File: src/rtl/uart_packet_loader_pkg.sv
// -----------------------------------------------------------------------------
// uart_loader_pkg
// Shared types and constants for the UART packet loader.
//   state_e      : loader FSM states (ST_CHECK exists only with checksum build)
//   err_code_e   : error code reported on err_code
//   CMD_FRAME    : command byte selecting frame pixel memory
//   CMD_KERNEL   : command byte selecting kernel coefficient memory
//   SYNC_DEFAULT : default packet start marker
//   len_valid()  : header length legality check
// Build option: UART_LOADER_CHECKSUM_EN adds the trailing checksum byte.
// -----------------------------------------------------------------------------
package uart_loader_pkg;

   typedef enum logic [2:0] {
      ST_IDLE,
      ST_CMD,
      ST_LEN_HI,
      ST_LEN_LO,
      ST_PAYLOAD,
      ST_DONE
`ifdef UART_LOADER_CHECKSUM_EN
      , ST_CHECK
`endif
   } state_e;

   typedef enum logic [1:0] {
      ERR_NONE     = 2'd0,
      ERR_BAD_HDR  = 2'd1,
      ERR_TIMEOUT  = 2'd2,
      ERR_CHECKSUM = 2'd3
   } err_code_e;

   localparam logic [7:0] CMD_FRAME    = 8'h01;
   localparam logic [7:0] CMD_KERNEL   = 8'h02;
   localparam logic [7:0] SYNC_DEFAULT = 8'hA5;

   // A length is legal when non-zero, fits the address space and, for the
   // kernel target, fits the coefficient memory.
   function automatic logic len_valid(input logic [31:0] len,
                                      input logic        kernel,
                                      input int unsigned max_len,
                                      input int unsigned depth);
      return (len != 32'd0) && (len <= max_len) && (!kernel || (len <= depth));
   endfunction

endpackage

File: src/rtl/uart_packet_loader_if.sv
// -----------------------------------------------------------------------------
// uart_packet_loader_if
// Byte-in / memory-write-out bus of the packet loader.
//   rx_data_ready : byte-valid level from the UART byte buffer
//   r_out         : received byte, stable while rx_data_ready is high
//   mem_we        : one-cycle write strobe
//   mem_sel       : 0 = frame memory, 1 = kernel memory
//   mem_addr      : write address (0-based per packet)
//   mem_wdata     : write data
// Handshake: there is no ready path. A byte is taken once per rising edge of
// rx_data_ready; every cycle with mem_we high is exactly one memory write.
// modport master = loader side, modport slave = byte buffer / memory side.
// Build option UART_LOADER_CHECKSUM_EN does not change this interface.
// -----------------------------------------------------------------------------
interface uart_packet_loader_if #(
   parameter int unsigned DATA_WIDTH = 8,
   parameter int unsigned ADDR_WIDTH = 17
);
   logic                  rx_data_ready;
   logic [DATA_WIDTH-1:0] r_out;
   logic                  mem_we;
   logic                  mem_sel;
   logic [ADDR_WIDTH-1:0] mem_addr;
   logic [DATA_WIDTH-1:0] mem_wdata;

   modport master (
      input  rx_data_ready, r_out,
      output mem_we, mem_sel, mem_addr, mem_wdata
   );

   modport slave (
      output rx_data_ready, r_out,
      input  mem_we, mem_sel, mem_addr, mem_wdata
   );
endinterface

File: src/rtl/uart_packet_loader_timeout_counter.sv
// -----------------------------------------------------------------------------
// uart_timeout_counter
// Counts idle cycles while enabled; expired_o flags the LIMIT-th consecutive
// idle cycle. clear_i has priority and suppresses expiry in the same cycle.
//   clk_i, rst_i : clock, synchronous active-high reset
//   clear_i      : restart the idle count
//   enable_i     : count this cycle
//   expired_o    : idle limit reached
// Build option UART_LOADER_CHECKSUM_EN does not affect this block.
// -----------------------------------------------------------------------------
module uart_timeout_counter #(
   parameter int unsigned LIMIT = 1_000_000
) (
   input  logic clk_i,
   input  logic rst_i,
   input  logic clear_i,
   input  logic enable_i,
   output logic expired_o
);
   localparam int unsigned CW = $clog2(LIMIT + 1);

   logic [CW-1:0] count_q, count_d;

   assign expired_o = enable_i && !clear_i && (count_q == CW'(LIMIT - 1));

   always_comb begin
      count_d = count_q;
      if (clear_i) begin
         count_d = '0;
      end else if (enable_i && !expired_o) begin
         count_d = count_q + 1'b1;
      end
   end

   always_ff @(posedge clk_i) begin
      if (rst_i) begin
         count_q <= '0;
      end else begin
         count_q <= count_d;
      end
   end
endmodule

File: src/rtl/uart_packet_loader.sv
// -----------------------------------------------------------------------------
// uart_packet_loader
// Parses [SYNC][CMD][LEN_HI][LEN_LO][payload x LEN][CHK] from the UART byte
// buffer and writes the payload into frame memory (CMD 01) or kernel memory
// (CMD 02). Malformed or stalled packets are aborted with pkt_err/err_code.
//   clock, reset : system clock, synchronous active-high reset
//   bus          : uart_packet_loader_if.master (rx byte in, memory write out)
//   busy         : high whenever the FSM is not idle
//   pkt_done     : one-cycle pulse on successful completion
//   pkt_err      : one-cycle pulse on abort
//   err_code     : 0 none, 1 bad CMD/LEN, 2 timeout, 3 checksum; held until
//                  the next SYNC byte
//   dbg_state_o  : current FSM state
// Build option: UART_LOADER_CHECKSUM_EN enables the CHK byte and CHECK state.
// -----------------------------------------------------------------------------
module uart_packet_loader
   import uart_loader_pkg::*;
#(
   parameter int unsigned           DATA_WIDTH     = 8,
   parameter int unsigned           ADDR_WIDTH     = 17,
   parameter int unsigned           KERNEL_DEPTH   = 9,
   parameter logic [DATA_WIDTH-1:0] SYNC_BYTE      = DATA_WIDTH'(SYNC_DEFAULT),
   parameter int unsigned           TIMEOUT_CYCLES = 1_000_000
) (
   input  logic                  clock,
   input  logic                  reset,
   uart_packet_loader_if.master  bus,
   output logic                  busy,
   output logic                  pkt_done,
   output logic                  pkt_err,
   output logic [1:0]            err_code,
   output state_e                dbg_state_o
);
   localparam int unsigned MAX_LEN = 1 << ADDR_WIDTH;

   state_e                  state_q;
   err_code_e               err_code_q;
   logic                    rx_prev_q;
   logic                    mem_we_q, mem_sel_q, pkt_done_q, pkt_err_q;
   logic [ADDR_WIDTH-1:0]   mem_addr_q, idx_q;
   logic [DATA_WIDTH-1:0]   mem_wdata_q, len_hi_q;
   logic [2*DATA_WIDTH-1:0] len_q;
`ifdef UART_LOADER_CHECKSUM_EN
   logic [DATA_WIDTH-1:0]   sum_q;
`endif

   logic byte_acc, last_byte, timeout, to_clear;

   // Only the rising edge of the byte-valid level is a new byte.
   assign byte_acc  = bus.rx_data_ready && !rx_prev_q;
   assign last_byte = (32'(idx_q) + 32'd1) == 32'(len_q);
   assign to_clear  = byte_acc || (state_q == ST_IDLE);

   uart_timeout_counter #(.LIMIT(TIMEOUT_CYCLES)) u_timeout (
      .clk_i     (clock),
      .rst_i     (reset),
      .clear_i   (to_clear),
      .enable_i  (busy),
      .expired_o (timeout)
   );

   always_ff @(posedge clock) begin
      if (reset) begin
         state_q     <= ST_IDLE;
         err_code_q  <= ERR_NONE;
         rx_prev_q   <= 1'b0;
         mem_we_q    <= 1'b0;
         mem_sel_q   <= 1'b0;
         mem_addr_q  <= '0;
         mem_wdata_q <= '0;
         pkt_done_q  <= 1'b0;
         pkt_err_q   <= 1'b0;
         idx_q       <= '0;
         len_q       <= '0;
         len_hi_q    <= '0;
`ifdef UART_LOADER_CHECKSUM_EN
         sum_q       <= '0;
`endif
      end else begin
         rx_prev_q  <= bus.rx_data_ready;
         mem_we_q   <= 1'b0;
         pkt_done_q <= 1'b0;
         pkt_err_q  <= 1'b0;
         case (state_q)
            ST_IDLE: begin
               if (byte_acc && (bus.r_out == SYNC_BYTE)) begin
                  state_q    <= ST_CMD;
                  err_code_q <= ERR_NONE;
               end
            end
            // One cycle after the last write; bytes arriving here are dropped.
            ST_DONE: begin
               pkt_done_q <= 1'b1;
               state_q    <= ST_IDLE;
            end
            default: begin
               // An accepted byte always beats a simultaneous timeout.
               if (byte_acc) begin
                  case (state_q)
                     ST_CMD: begin
                        if (bus.r_out == DATA_WIDTH'(CMD_FRAME) ||
                            bus.r_out == DATA_WIDTH'(CMD_KERNEL)) begin
                           mem_sel_q <= (bus.r_out == DATA_WIDTH'(CMD_KERNEL));
                           state_q   <= ST_LEN_HI;
                        end else begin
                           pkt_err_q  <= 1'b1;
                           err_code_q <= ERR_BAD_HDR;
                           state_q    <= ST_IDLE;
                        end
`ifdef UART_LOADER_CHECKSUM_EN
                        sum_q <= bus.r_out;
`endif
                     end
                     ST_LEN_HI: begin
                        len_hi_q <= bus.r_out;
                        state_q  <= ST_LEN_LO;
`ifdef UART_LOADER_CHECKSUM_EN
                        sum_q <= sum_q + bus.r_out;
`endif
                     end
                     ST_LEN_LO: begin
                        if (len_valid(32'({len_hi_q, bus.r_out}), mem_sel_q,
                                      MAX_LEN, KERNEL_DEPTH)) begin
                           len_q   <= {len_hi_q, bus.r_out};
                           idx_q   <= '0;
                           state_q <= ST_PAYLOAD;
                        end else begin
                           pkt_err_q  <= 1'b1;
                           err_code_q <= ERR_BAD_HDR;
                           state_q    <= ST_IDLE;
                        end
`ifdef UART_LOADER_CHECKSUM_EN
                        sum_q <= sum_q + bus.r_out;
`endif
                     end
                     ST_PAYLOAD: begin
                        mem_we_q    <= 1'b1;
                        mem_addr_q  <= idx_q;
                        mem_wdata_q <= bus.r_out;
                        idx_q       <= idx_q + 1'b1;
`ifdef UART_LOADER_CHECKSUM_EN
                        sum_q <= sum_q + bus.r_out;
                        if (last_byte) state_q <= ST_CHECK;
`else
                        if (last_byte) state_q <= ST_DONE;
`endif
                     end
`ifdef UART_LOADER_CHECKSUM_EN
                     ST_CHECK: begin
                        if (bus.r_out == sum_q) begin
                           pkt_done_q <= 1'b1;
                        end else begin
                           pkt_err_q  <= 1'b1;
                           err_code_q <= ERR_CHECKSUM;
                        end
                        state_q <= ST_IDLE;
                     end
`endif
                     default: state_q <= ST_IDLE;
                  endcase
               end else if (timeout) begin
                  pkt_err_q  <= 1'b1;
                  err_code_q <= ERR_TIMEOUT;
                  state_q    <= ST_IDLE;
               end
            end
         endcase
      end
   end

   assign busy          = (state_q != ST_IDLE);
   assign pkt_done      = pkt_done_q;
   assign pkt_err       = pkt_err_q;
   assign err_code      = err_code_q;
   assign dbg_state_o   = state_q;
   assign bus.mem_we    = mem_we_q;
   assign bus.mem_sel   = mem_sel_q;
   assign bus.mem_addr  = mem_addr_q;
   assign bus.mem_wdata = mem_wdata_q;
endmodule

File: src/flat_wrapper.sv
// flat-port wrapper written by rule: the top's interface ports become plain ports
module uart_packet_loader_flat import uart_loader_pkg::*;
#(
   parameter int unsigned           DATA_WIDTH     = 8,
   parameter int unsigned           ADDR_WIDTH     = 17,
   parameter int unsigned           KERNEL_DEPTH   = 9,
   parameter logic [DATA_WIDTH-1:0] SYNC_BYTE      = DATA_WIDTH'(SYNC_DEFAULT),
   parameter int unsigned           TIMEOUT_CYCLES = 1_000_000
)
  (clock, reset, busy, pkt_done, pkt_err, err_code, dbg_state_o, bus_rx_data_ready, bus_r_out, bus_mem_we, bus_mem_sel, bus_mem_addr, bus_mem_wdata);
  uart_packet_loader_if #(.DATA_WIDTH(DATA_WIDTH), .ADDR_WIDTH(ADDR_WIDTH)) bus_i ();
  input  logic clock;
  input  logic reset;
  output logic busy;
  output logic pkt_done;
  output logic pkt_err;
  output logic [1:0] err_code;
  output state_e dbg_state_o;
  input wire logic [$bits(bus_i.rx_data_ready)-1:0] bus_rx_data_ready;
  input wire logic [$bits(bus_i.r_out)-1:0] bus_r_out;
  output wire logic [$bits(bus_i.mem_we)-1:0] bus_mem_we;
  output wire logic [$bits(bus_i.mem_sel)-1:0] bus_mem_sel;
  output wire logic [$bits(bus_i.mem_addr)-1:0] bus_mem_addr;
  output wire logic [$bits(bus_i.mem_wdata)-1:0] bus_mem_wdata;
  assign bus_i.rx_data_ready = bus_rx_data_ready;
  assign bus_i.r_out = bus_r_out;
  assign bus_mem_we = bus_i.mem_we;
  assign bus_mem_sel = bus_i.mem_sel;
  assign bus_mem_addr = bus_i.mem_addr;
  assign bus_mem_wdata = bus_i.mem_wdata;
  uart_packet_loader #(.DATA_WIDTH(DATA_WIDTH), .ADDR_WIDTH(ADDR_WIDTH), .KERNEL_DEPTH(KERNEL_DEPTH), .SYNC_BYTE(SYNC_BYTE), .TIMEOUT_CYCLES(TIMEOUT_CYCLES)) u_core (.clock(clock), .reset(reset), .bus(bus_i), .busy(busy), .pkt_done(pkt_done), .pkt_err(pkt_err), .err_code(err_code), .dbg_state_o(dbg_state_o));
endmodule
File: config.mk
export PLATFORM = sky130hd
export DESIGN_NAME = uart_packet_loader_flat
export DESIGN_NICKNAME = d
export VERILOG_FILES = /design/src/rtl/uart_packet_loader_pkg.sv /design/src/rtl/uart_packet_loader_if.sv /design/src/rtl/uart_packet_loader_timeout_counter.sv /design/src/rtl/uart_packet_loader.sv /design/src/flat_wrapper.sv
export SDC_FILE = /design/constraint.sdc
export NUM_CORES = 1
export LEC_CHECK = 0
export CORE_AREA = 2 2 80 140
export DETAILED_ROUTE_END_ITERATION = 8
export DIE_AREA = 0 0 82 142
export MAX_ROUTING_LAYER = met4
export PLACE_DENSITY = 0.73
export RECOVER_POWER = 50
export SYNTH_ARGS = -nofsm -noshare
export SYNTH_HDL_FRONTEND = slang
export SYNTH_HIERARCHICAL = 1
export SYNTH_SLANG_ARGS = --single-unit
File: constraint.sdc
create_clock -name clock -period 6.1 [get_ports clock]
set_input_delay 1.83 -clock clock [delete_from_list [all_inputs] [get_ports clock]]
set_output_delay 1.83 -clock clock [all_outputs]
set_load 0.02 [all_outputs]
==> results.py <==
metrics = {
    "timing": {
        "timing.hold.ws_ns": 0.450,
        "grt_setup_unrepaired": "no",
        "setup_ws_ns": 1.66,
        "fin_tns_setup_ns": 0,
        "max-slew-margin-rel": 0.0805,
        "worstMarginPinSlew_ns": 1.37,
        "post-route-period-util": 0.729,
        "period_minus_slack_ns": 4.44,
        "drv_slew": 0,
        "final-setup-viol-count": 0,
        "finalClockSkew_ns": 0.00667,
        "timing.fmax_mhz": 225,
        "finalHoldViolations": 0,
    },
    "final_layout": {
        "utilization": 0.522,
        "synthToLayoutAreaGrowth_pct": 15.6,
        "n_fill_cell": 1006,
        "antenna_cells": 0,
        "fin_area_sq_um": 5480,
        "layout-drive-gt1-share": 0.0723,
        "stdcell_count": 725,
        "final_nets": 604,
    },
    "cts": {
        "holdBufCountCts": 0,
        "root_buffer": "clkbuf_16",
        "cts_resized": 0,
        "ctsHtreeMaxLevel": 3,
        "cts_buffers": 9,
        "clock-sinks": 96,
        "post_cts_buffers": 0,
        "path_clk_slew_ns": 0.07,
        "cts_tree": "built",
        "ctsLongestPathBuffers": 2,
        "clk_latency_ns": 0.34,
    },
    "synthesis": {
        "yosys.cell_count.top_type": "dfxtp_1",
        "synth_top_cell_by_area": "dfxtp_1",
        "yosys-top-cells-count": "dfxtp_1, nand2_1, nor2_1",
        "synth_ff_type": "dfxtp_1",
        "synth_async_sr_flop_share": 0,
        "ys_ff_latch": 96,
        "yosys-mux-area-fraction": 0.0572,
        "synth_compound_area_frac": 0.143,
        "synth_area_leaders": "dfxtp_1, nand2_1, mux2i_1",
        "synth-xor-area-share": 0.0554,
        "ys.warnings.count": 6,
        "synthSimpleGateAreaFrac": 0.288,
        "synth_edf_count": 0,
        "syn_inst": 572,
        "synthesis.area_sq_um": 4740,
        "syn-num-nets": 585,
        "synth_cell_types": 60,
        "avgSynthCellArea_sq_um": 8.29,
        "ys_seq_area_frac": 0.405,
        "yosys.area.top_type_share": 0.405,
        "synthAdderAreaFrac": 0.00528,
        "synth_top_family_by_area": "simple AND/OR/NAND/NOR gates",
    },
    "global_route": {
        "overflow": 0,
        "use_met3": 0.0343,
        "met2_usage": 0.366,
        "grt_pass1_wl_um": 19200,
        "grtUsageTotal": 0.216,
        "grt_pass1_vias": 3962,
        "antenna_found_initial": 0,
        "grt_max_degree": 82,
        "top_usage_layer": "met2",
        "met1_usage": 0.243,
    },
    "floorplanning": {
        "dieArea_sq_um": 11600,
        "num_rows": 50,
        "start_util": 0.451,
        "die_x_um": 82,
        "die_y_um": 142,
        "ioPinCount": 46,
        "coreArea_sq_um": 10500,
    },
    "drt": {
        "vias_per_cell": 5.66,
        "firstDrtPassIters": 5,
        "vias": 4104,
        "drtAntennaViolNets": 0,
        "routedWlPerCell_um": 15.9,
        "drt_wl_total_um": 11500,
        "drt-initial-drc-count": 287,
        "drc": 0,
    },
    "worst_setup_path": {
        "start_kind": "primary input",
        "cp_max_fo": 7,
        "endpoint_kind": "register",
        "critPathKind": "primary input to register",
        "cp.arrival_ns": 4.64,
        "critPathRequiredTime_ns": 6.30,
    },
    "power": {
        "ir_worst_vdd_v": 0.000138,
        "p_comb_frac": 0.049,
        "pwr-share-seq": 0.489,
        "p_sw_frac": 0.221,
        "power_switching_mw": 0.285,
        "internal_power_mw": 1.01,
        "power.leakage_nw": 1.92,
        "p_per_area_nw_per_um2": 235,
        "power_mw": 1.29,
        "power_frac_clock": 0.462,
    },
    "place": {
        "portBuffers": 45,
        "post-place-ws_ns": 1.40,
        "dp.final_hpwl_um": 7900,
        "gp_congestion": 0.863,
        "place_inst": 710,
        "placed_cell_area_sq_um": 5180,
    },
    "min_path": {
        "min_path_type": "register to register",
    },
    "job": {
        "max-cap-violations": 0,
    },
    "status": {
        "outcome": "complete, no violations",
    },
}
worst max-delay path, cell delays in order:
cell	delay, ns
dlygate4sd3_1	0.56
nand2b_1	0.21
nand2_1	0.18
or3b_2	0.50
nor4_1	0.42
o32ai_1	0.26
a211oi_2	0.19
nand3_1	0.12
nor4_2	0.24
o22ai_1	0.13
flip-flops by register name, indices dropped and copies added (netlist names):
register	count
u_core/bus.mem_we	1
u_core/bus.mem_sel	1
u_core/idx_q	17
u_core/len_q	16
u_core/u_timeout/count_q	20
u_core/pkt_done	1
u_core/err_code	2
u_core/bus.mem_wdata	8
u_core/dbg_state_o	3
u_core/pkt_err	1
u_core/len_hi_q	8
u_core/rx_prev_q	1
u_core/bus.mem_addr	17
per-layer routing:
layer  vias to the layer above  part of all wire
li1                       2054                 -
met1                      1939              0.41
met2                        88              0.53
met3                        23             0.031
met4                         0             0.027
met5                         -                 0
power by group through the flow:
stage | sequential [mW] | combinational, mW | clock, mW
2_1_floorplan | 0.645 | 0.0434 | 0
4_1_cts | 0.632 | 0.0634 | 0.607
3_3_place_gp | 0.646 | 0.0616 | 0
6_report | 0.631 | 0.0627 | 0.596
5_1_grt | 0.631 | 0.0690 | 0.634
3_5_place_dp | 0.646 | 0.0632 | 0
logic make-up (layout without fill, tap and decap cells):
kind of cell             Yosys count  in the layout
XOR/XNOR                          30             30
flip-flops                        96             96
AO/OA/AOI/OAI                     98             98
AND/OR/NAND/NOR                  274            274
adder cells (fa/ha/maj)            2              2
buffers and inverters             45             68
multiplexers                      27             27
placed cells by master (no fill, tap or decap), types with 9 or more instances in the layout:
master,n
dlygate4sd3_1,35
mux2i_1,26
nor4_1,10
nand2_1,85
xor2_1,12
nand4_1,12
clkbuf_16,9
nand3_1,20
and3_1,10
dfxtp_1,96
o21ai_0,16
clkdlybuf4s50_1,9
a21oi_1,42
a311oi_2,9
xnor2_1,18
or3_1,9
nor2_1,68
nor3_1,18
layout make-up:
cell class | count | area (sq um) | area share
well taps | 130 | 163 | 0.0297
repair buffers | 48 | 468 | 0.0854
clock buffers | 9 | 225 | 0.0411
multi-input cells | 431 | 2600 | 0.475
flip-flops and latches | 96 | 1920 | 0.351
inverters | 5 | 18.8 | 0.00342
clock inverters | 6 | 83.8 | 0.0153
worst paths after layout:
kind	startpoint	to	slack (ns)	cells after the start
hold / removal	u_core/bus.mem_wdata[3]	u_core/bus.mem_wdata[3]	0.45	2
hold reg to reg	u_core/bus.mem_wdata[3]	u_core/bus.mem_wdata[3]	0.45	2
setup reg to reg	u_core/dbg_state_o[0]	u_core/dbg_state_o[2]	2.89	9
setup / recovery	bus_rx_data_ready	u_core/dbg_state_o[2]	1.66	10
(Power assumes the default switching activity.)
